## src/rtl/fas_frame_sched.sv

```systemverilog
// Front-end frame scheduler for the FFT analysis path: ping-pong collection of
// 16-sample frames, gated launch into the FFT engine, and frame-ID tagging of results.
module fas_frame_sched #(
  parameter int DW           = 16,
  parameter int NPTS         = 16,
  parameter int ID_W         = 8,
  parameter int MAX_INFLIGHT = 4
) (
  input  logic                              clk,
  input  logic                              rst,
  input  logic                              smp_valid,
  input  logic [DW-1:0]                     smp_data,
  input  logic                              fft_ready,
  output logic                              fft_start,
  output logic [NPTS*DW-1:0]                fft_frame,
  input  logic                              ana_done,
  input  logic [3:0]                        ana_freq,
  output logic                              res_valid,
  output logic [3:0]                        res_freq,
  output logic [ID_W-1:0]                   res_id,
  output logic [$clog2(MAX_INFLIGHT):0]     inflight,
  output logic                              overflow,
  output logic                              err,
  input  logic                              clr_ovf,
  output logic                              busy
);

  localparam int PTR_W = $clog2(NPTS);
  localparam int FP_W  = $clog2(MAX_INFLIGHT);
  localparam int CNT_W = FP_W + 1;
  localparam logic [PTR_W-1:0] LAST_SLOT = PTR_W'(NPTS - 1);
  localparam logic [CNT_W-1:0] MAX_CNT   = CNT_W'(MAX_INFLIGHT);

  logic [DW-1:0]        bank_q [2][NPTS];
  logic [1:0]           full_q, full_d;
  logic                 wr_bank_q, rd_bank_q;
  logic [PTR_W-1:0]     wr_ptr_q;

  logic [ID_W-1:0]      next_id_q;
  logic [ID_W-1:0]      id_fifo_q [MAX_INFLIGHT];
  logic [FP_W-1:0]      fifo_wp_q, fifo_rp_q;
  logic [CNT_W-1:0]     inflight_q, inflight_d;

  logic                 fft_start_q;
  logic [NPTS*DW-1:0]   fft_frame_q, frame_flat;
  logic                 res_valid_q;
  logic [3:0]           res_freq_q;
  logic [ID_W-1:0]      res_id_q;
  logic                 overflow_q, err_q;

  logic smp_write, smp_drop, issue, done_ok, done_spur;

  // Fullness is judged on pre-edge state, so a sample meeting a full write
  // bank is dropped even if that bank is being issued in the same cycle.
  assign smp_write = smp_valid & ~full_q[wr_bank_q];
  assign smp_drop  = smp_valid &  full_q[wr_bank_q];
  assign issue     = full_q[rd_bank_q] & fft_ready & (inflight_q < MAX_CNT) & ~fft_start_q;
  assign done_ok   = ana_done & (inflight_q != '0);
  assign done_spur = ana_done & (inflight_q == '0);

  always_comb begin
    // NOTE: default every always_comb output first so no path can infer a latch.
    full_d     = full_q;
    inflight_d = inflight_q;
    frame_flat = '0;
    if (issue) full_d[rd_bank_q] = 1'b0;
    if (smp_write && wr_ptr_q == LAST_SLOT) full_d[wr_bank_q] = 1'b1;
    case ({issue, done_ok})
      2'b10:   inflight_d = inflight_q + CNT_W'(1);
      2'b01:   inflight_d = inflight_q - CNT_W'(1);
      default: inflight_d = inflight_q;
    endcase
    for (int k = 0; k < NPTS; k++) begin
      frame_flat[k*DW +: DW] = bank_q[rd_bank_q][k];
    end
  end

  // NOTE: sample banks and the ID FIFO are plain storage with no reset; the
  // full flags and FIFO pointers alone decide whether their contents are valid.
  always_ff @(posedge clk) begin
    if (smp_write) bank_q[wr_bank_q][wr_ptr_q] <= smp_data;
    if (issue)     id_fifo_q[fifo_wp_q]        <= next_id_q;
  end

  // NOTE: all sequential state uses non-blocking assignment so every register
  // samples pre-edge values regardless of statement order.
  always_ff @(posedge clk or posedge rst) begin
    if (rst) begin
      full_q      <= '0;
      wr_bank_q   <= 1'b0;
      rd_bank_q   <= 1'b0;
      wr_ptr_q    <= '0;
      next_id_q   <= '0;
      fifo_wp_q   <= '0;
      fifo_rp_q   <= '0;
      inflight_q  <= '0;
      fft_start_q <= 1'b0;
      fft_frame_q <= '0;
      res_valid_q <= 1'b0;
      res_freq_q  <= '0;
      res_id_q    <= '0;
      overflow_q  <= 1'b0;
      err_q       <= 1'b0;
    end else begin
      full_q      <= full_d;
      inflight_q  <= inflight_d;
      fft_start_q <= issue;
      res_valid_q <= done_ok;

      if (smp_write) begin
        if (wr_ptr_q == LAST_SLOT) begin
          wr_ptr_q  <= '0;
          wr_bank_q <= ~wr_bank_q;
        end else begin
          wr_ptr_q  <= wr_ptr_q + PTR_W'(1);
        end
      end

      if (issue) begin
        fft_frame_q <= frame_flat;
        rd_bank_q   <= ~rd_bank_q;
        next_id_q   <= next_id_q + ID_W'(1);
        fifo_wp_q   <= fifo_wp_q + FP_W'(1);
      end

      if (done_ok) begin
        fifo_rp_q  <= fifo_rp_q + FP_W'(1);
        res_freq_q <= ana_freq;
        res_id_q   <= id_fifo_q[fifo_rp_q];
      end

      // Set beats clear when both land in the same cycle.
      if (smp_drop)     overflow_q <= 1'b1;
      else if (clr_ovf) overflow_q <= 1'b0;
      if (done_spur)    err_q <= 1'b1;
      else if (clr_ovf) err_q <= 1'b0;
    end
  end

  assign fft_start = fft_start_q;
  assign fft_frame = fft_frame_q;
  assign res_valid = res_valid_q;
  assign res_freq  = res_freq_q;
  assign res_id    = res_id_q;
  assign inflight  = inflight_q;
  assign overflow  = overflow_q;
  assign err       = err_q;
  assign busy      = (wr_ptr_q != '0) | (|full_q) | (inflight_q != '0);

endmodule

```

## config.mk

```make
export PLATFORM = sky130hd
export DESIGN_NAME = fas_frame_sched
export DESIGN_NICKNAME = d
export VERILOG_FILES = /design/src/rtl/fas_frame_sched.sv
export SDC_FILE = /design/constraint.sdc
export NUM_CORES = 1
export LEC_CHECK = 0
export CAP_MARGIN = 30
export CORE_UTILIZATION = 60
export CTS_BUF_LIST = sky130_fd_sc_hd__clkbuf_2 sky130_fd_sc_hd__clkbuf_4 sky130_fd_sc_hd__clkbuf_8
export DETAILED_ROUTE_END_ITERATION = 8
export PLACE_DENSITY = 0.9
export SYNTH_ARGS = -nofsm -noshare
export SYNTH_HDL_FRONTEND = slang
export SYNTH_SLANG_ARGS = --single-unit
```

## constraint.sdc

```tcl
create_clock -name clk -period 31.5 [get_ports clk]
set_input_delay 6.3 -clock clk [delete_from_list [all_inputs] [get_ports clk]]
set_output_delay 6.3 -clock clk [all_outputs]
set_load 0.01 [all_outputs]
```

==> flow_metrics.py, run 1 <==
metrics = {
    "logic_synthesis": {
        "synth_area_leaders": "edfxtp_1, dfrtp_1, a221o_1",
        "syn_avg_cell_area_um2": 15.9,
        "synth-seq-area-share": 0.781,
        "ys_warn_count": 0,
        "ys_ff_latch": 839,
        "netlist_instances": 1910,
        "syn_nets": 1947,
        "synth_compound_area_frac": 0.0871,
        "synth_xor_area_frac": 0.00404,
        "synth_flop_cell": "edfxtp_1",
        "synth_top_family_by_area": "compound AO/OA/AOI/OAI gates",
        "syn-cell-area_um2": 30400,
        "synth_mux_area_frac": 0.00803,
        "synth_edf_count": 544,
        "synth_area_leader_cell": "edfxtp_1",
        "synthSimpleGateAreaFrac": 0.0591,
        "yosysTopAreaCellShare": 0.538,
        "synthAdderAreaFrac": 0.00478,
        "async_reset_ff_frac": 0.352,
        "ys_types": 42,
    },
    "sta": {
        "clock.fmax_mhz": 109,
        "relSlewSlack": 0.305,
        "final.setup.tns_ns": 0,
        "clock_skew_ns": 0.0371,
        "setup_viol_count_final": 0,
        "slew_violations": 0,
        "period_needed_ns": 9.17,
        "fin_crit_sh": 0.291,
        "rsz0062_at_grt": "no",
        "worst_slew_pin_slew_ns": 1.04,
        "hold_viol": 0,
    },
    "placed_design": {
        "place.gp.congestion": 0.782,
        "place_area_um2": 33900,
        "dp_hpwl_um": 43300,
        "port_buffers": 301,
    },
    "flow_run": {
        "drv_cap": 0,
    },
    "global_route": {
        "antenna_found_initial": 3,
        "grt_max_degree": 92,
        "grt.total_usage": 0.311,
        "overflow": 0,
        "grt_pass1_vias": 19500,
        "grt_pass1_wl_um": 117000,
    },
    "clock_network": {
        "clk_pin_slew_ns": 0.06,
        "cts_max_path_buffers": 3,
        "cts_hold_buf": 0,
        "post_cts_buffers": 0,
        "numCtsBuffers": 119,
        "clock_latency_ns": 0.75,
        "cts_resized": 0,
        "cts_tree": "yes",
        "cts_max_level": 3,
        "cts.sinks": 839,
        "cts_root_buf": "clkbuf_8",
    },
    "cells_and_area": {
        "fin_area_um2": 36800,
        "fin_nets": 2300,
        "post-route-util": 0.735,
        "drive_gt1_frac": 0.129,
        "final_common_cell": "edfxtp_1",
        "area_growth_syn_to_layout_pct": 21.2,
        "layout_common_cells": "edfxtp_1, dfrtp_1, clkdlybuf4s50_1",
        "fillCellCount": 2839,
    },
    "routing": {
        "drt-pass1-iter-count": 9,
        "vias": 19000,
        "route.detailed.drc": 0,
        "wl_per_cell_um": 26.0,
        "totalWireLength_um": 79100,
        "drtAntennaViolNets": 0,
        "drtIter0Drc": 2609,
        "via_per_inst": 6.24,
    },
    "worst_setup_path": {
        "cp_max_fo": 86,
        "arrival_ns": 9.84,
        "path_class": "in2reg",
        "cp_data_required_time_ns": 32.17,
        "cp-end-kind": "register",
        "worst_setup_path_start_kind": "input pin",
    },
    "power_and_ir_drop": {
        "power_density_nw_per_um2": 93.8,
        "power_uw": 3450,
        "max-vdd-ir-drop_mv": 0.0734,
        "p_leak_uw": 0.0142,
    },
    "die": {
        "core.rowCount": 82,
        "die_w_um": 227,
        "start_util": 0.607,
        "io_pins": 302,
        "dieArea_um2": 51500,
        "core_um2": 50100,
        "die_y_um": 227,
    },
    "run_status": {
        "outcome": "finished clean",
    },
    "min_path": {
        "hold_path_class": "reg2reg",
    },
}
cell usage after synthesis (4+ instances only):
cell,number
edfxtp_1,544
dfrtp_1,295
inv_1,269
nor3_1,259
a221o_1,256
clkbuf_1,70
nand2_1,43
nor2_1,35
buf_2,25
buf_6,25
ha_1,10
nand3_1,10
mux4_2,8
xnor2_1,7
xor2_1,7
and2_1,4
o21ai_0,4
through the flow:
stage | hold slack, ns | instances | setup slack (ns)
2_1_floorplan | 0.456 | 1910 | 17.05
3_3_place_gp | 0.457 | 2803 | 21.81
3_5_place_dp | 0.463 | 2808 | 21.68
4_1_cts | 0.454 | 3033 | 22.44
5_1_grt | 0.475 | 3040 | 22.23
6_report | 0.464 | 3042 | 22.33
flip-flops by register name (all words and copies together) (netlist names), 3 cells and up:
register,count
id_fifo_q,32
res_freq,4
inflight,3
res_id,8
next_id_q,8
wr_ptr_q,4
bank_q,512
fft_frame,256
area by class of cell:
cell class	instances	area (um^2)	area share
sequential	839	23700	0.644
clock inverter	37	378	0.0103
inverter	270	1020	0.0277
antenna	3	7.51	0.000204
multi-input combinational	677	4970	0.135
tap	672	841	0.0228
clock buffer	188	2340	0.0636
timing repair buffer	356	3540	0.0962
kinds of logic after synthesis:
| family | after synthesis |
|---|---|
| DFF | 839 |
| buffers and inverters | 394 |
| and+or+nand+nor | 369 |
| AOI/OAI and AO/OA | 269 |
| xor gates and xnor gates | 14 |
| muxes | 14 |
| adders and majority gates | 11 |
worst max-delay path, stage by stage:
cell and delay [ns]:
clkdlybuf4s50_1 0.45, or3b_4 0.38, buf_4 0.42, nor3b_4 0.32, buf_4 0.65, buf_4 0.86, a221o_1 0.30
worst paths after layout:
path / start / end / slack (ns) / depth (start not counted)
max: fft_ready / fft_frame[158] / 22.33 / 7
min: bank_q[0][175] / fft_frame[95] / 0.46 / 1
max reg2reg: inflight[2] / fft_frame[158] / 27.89 / 6
min reg2reg: bank_q[0][175] / fft_frame[95] / 0.46 / 1
max in group asynchronous: rst / fft_frame[245] / 24.40 / 4
min in group asynchronous: rst / res_freq[2] / 5.99 / 2
power breakdown:
| group | switching [uW] | internal (uW) |
|---|---|---|
| clock network | 415 | 531 |
| registers | 202 | 1410 |
| logic | 396 | 500 |
routing by layer:
layer,vias to the layer above,wire length (um),global-route usage
li1,7861,-,-
met1,9561,28500,0.410
met2,1349,39600,0.502
met3,213,7970,0.0647
met4,0,2990,0.148
met5,-,0,0
(Power assumes the default switching activity.)
==> run 2: changes to the inputs <==
CORE_UTILIZATION = 53   (was 60)
PLACE_DENSITY = 0.85   (was 0.9)
clock period = 7.9 ns   (was 31.5 ns; I/O delays follow)
==> flow_metrics.py, run 2 (synthesis results as in run 1) <==
metrics = {
    "clock_network": {
        "cts_max_level": 4,
        "cts_max_path_buffers": 3,
        "clk_pin_slew_ns": 0.06,
        "numCtsBuffers": 131,
        "clock_latency_ns": 0.78,
        "cts.sinks": 839,
        "cts_root_buf": "clkbuf_8",
        "cts_hold_buf": 0,
        "cts_tree": "yes",
        "post_cts_buffers": 0,
        "cts_resized": 0,
    },
    "placed_design": {
        "place.gp.congestion": 0.767,
        "dp_hpwl_um": 41500,
        "port_buffers": 301,
    },
    "die": {
        "core_um2": 56500,
        "core.rowCount": 87,
        "start_util": 0.538,
        "dieArea_um2": 58300,
        "io_pins": 302,
        "die_y_um": 241,
        "die_w_um": 241,
    },
    "sta": {
        "slew_violations": 0,
        "setup_viol_count_final": 0,
        "relSlewSlack": 0.271,
        "final.setup.tns_ns": 0,
        "clock.fmax_mhz": 235,
        "holdWs_ns": 0.455,
        "rsz0062_at_grt": "no",
        "worst_slew_pin_slew_ns": 1.09,
        "fin_crit_sh": 0.540,
        "hold_viol": 0,
        "period_needed_ns": 4.26,
        "clock_skew_ns": 0.0312,
    },
    "routing": {
        "totalWireLength_um": 75800,
        "route.detailed.drc": 0,
        "drtAntennaViolNets": 0,
        "drt-pass1-iter-count": 8,
        "drtIter0Drc": 1941,
        "vias": 18400,
        "via_per_inst": 5.86,
        "wl_per_cell_um": 24.2,
    },
    "cells_and_area": {
        "layout_common_cells": "edfxtp_1, dfrtp_1, clkdlybuf4s50_1",
        "largest_reg_flops": 512,
        "final_common_cell": "edfxtp_1",
        "fin_nets": 2309,
        "regMostFlops": "bank_q",
        "drive_gt1_frac": 0.134,
        "fillCellCount": 3655,
        "post-route-util": 0.653,
        "area_growth_syn_to_layout_pct": 21.5,
    },
    "power_and_ir_drop": {
        "max-vdd-ir-drop_mv": 0.279,
        "power_density_nw_per_um2": 371,
        "p_leak_uw": 0.0142,
    },
    "run_status": {
        "outcome": "finished clean",
    },
    "global_route": {
        "grt_pass1_wl_um": 113000,
        "grt_pass1_vias": 18500,
        "grt_max_degree": 169,
        "antenna_found_initial": 1,
        "overflow": 0,
        "grt.total_usage": 0.266,
    },
    "min_path": {
        "hold_path_class": "reg2reg",
    },
    "worst_setup_path": {
        "worst_setup_path_start_kind": "register",
        "cp_data_required_time_ns": 6.32,
        "arrival_ns": 2.68,
        "cp-end-kind": "output pin",
        "cp_max_fo": 5,
        "path_class": "reg2out",
    },
    "flow_run": {
        "drv_cap": 0,
    },
}
[run 2: path summary, 6_finish.rpt]
path	startpoint	endpoint	slack (ns)	depth (start not counted)
worst max-delay path	inflight[0]	busy	3.64	3
worst min-delay path	bank_q[0][219]	fft_frame[43]	0.45	1
worst max register to register	rd_bank_q	fft_frame[176]	4.37	5
worst min register to register	bank_q[0][219]	fft_frame[43]	0.45	1
max in group asynchronous	rst	fft_frame[145]	4.78	4
min in group asynchronous	rst	fft_frame[51]	1.17	2
[run 2: area by class of cell]
| type | instances | area, um^2 | area share |
|---|---|---|---|
| diodes | 1 | 2.50 | 0.0000678 |
| clock buffers | 204 | 2440 | 0.0661 |
| clock inverters | 38 | 314 | 0.00851 |
| inverters | 270 | 1020 | 0.0276 |
| multi-input cells | 677 | 4980 | 0.135 |
| flip-flops and latches | 839 | 23700 | 0.643 |
| well taps | 756 | 946 | 0.0256 |
| repair buffers | 353 | 3490 | 0.0946 |
[run 2: metal layers]
metal,global-route usage,share of wire,wire (um),up-vias
li1,-,-,-,7905
met1,0.351,0.38,29000,9330
met2,0.420,0.49,37400,1009
met3,0.0741,0.094,7130,157
met4,0.110,0.030,2270,0
met5,0,0,0,-
[run 2: critical path, cell delays in order, from the launching register on]
cell             delay (ns)
dfrtp_1                0.43
nor3_1                 0.52
nand4_1                0.39
clkdlybuf4s50_1        0.58
[run 2: power breakdown]
part | internal, uW | switching, uW
logic | 1990 | 1590
registers | 5620 | 722
clock network | 2110 | 1690
total | 9710 | 3990
[run 2: per-stage QoR]
| step | instances | power [uW] | instance area (um^2) | worst slack (ns) |
|---|---|---|---|---|
| detailed placement | 2888 | 9940 | 34000 | 3.20 |
| CTS | 3130 | 13700 | 36700 | 3.61 |
| global placement | 2882 | 9780 | 33900 | 3.26 |
| floorplan | 1910 | 7770 | 30400 | 2.40 |
| global route | 3138 | 14300 | 36900 | 3.55 |
| finish | 3138 | 13700 | 36900 | 3.64 |
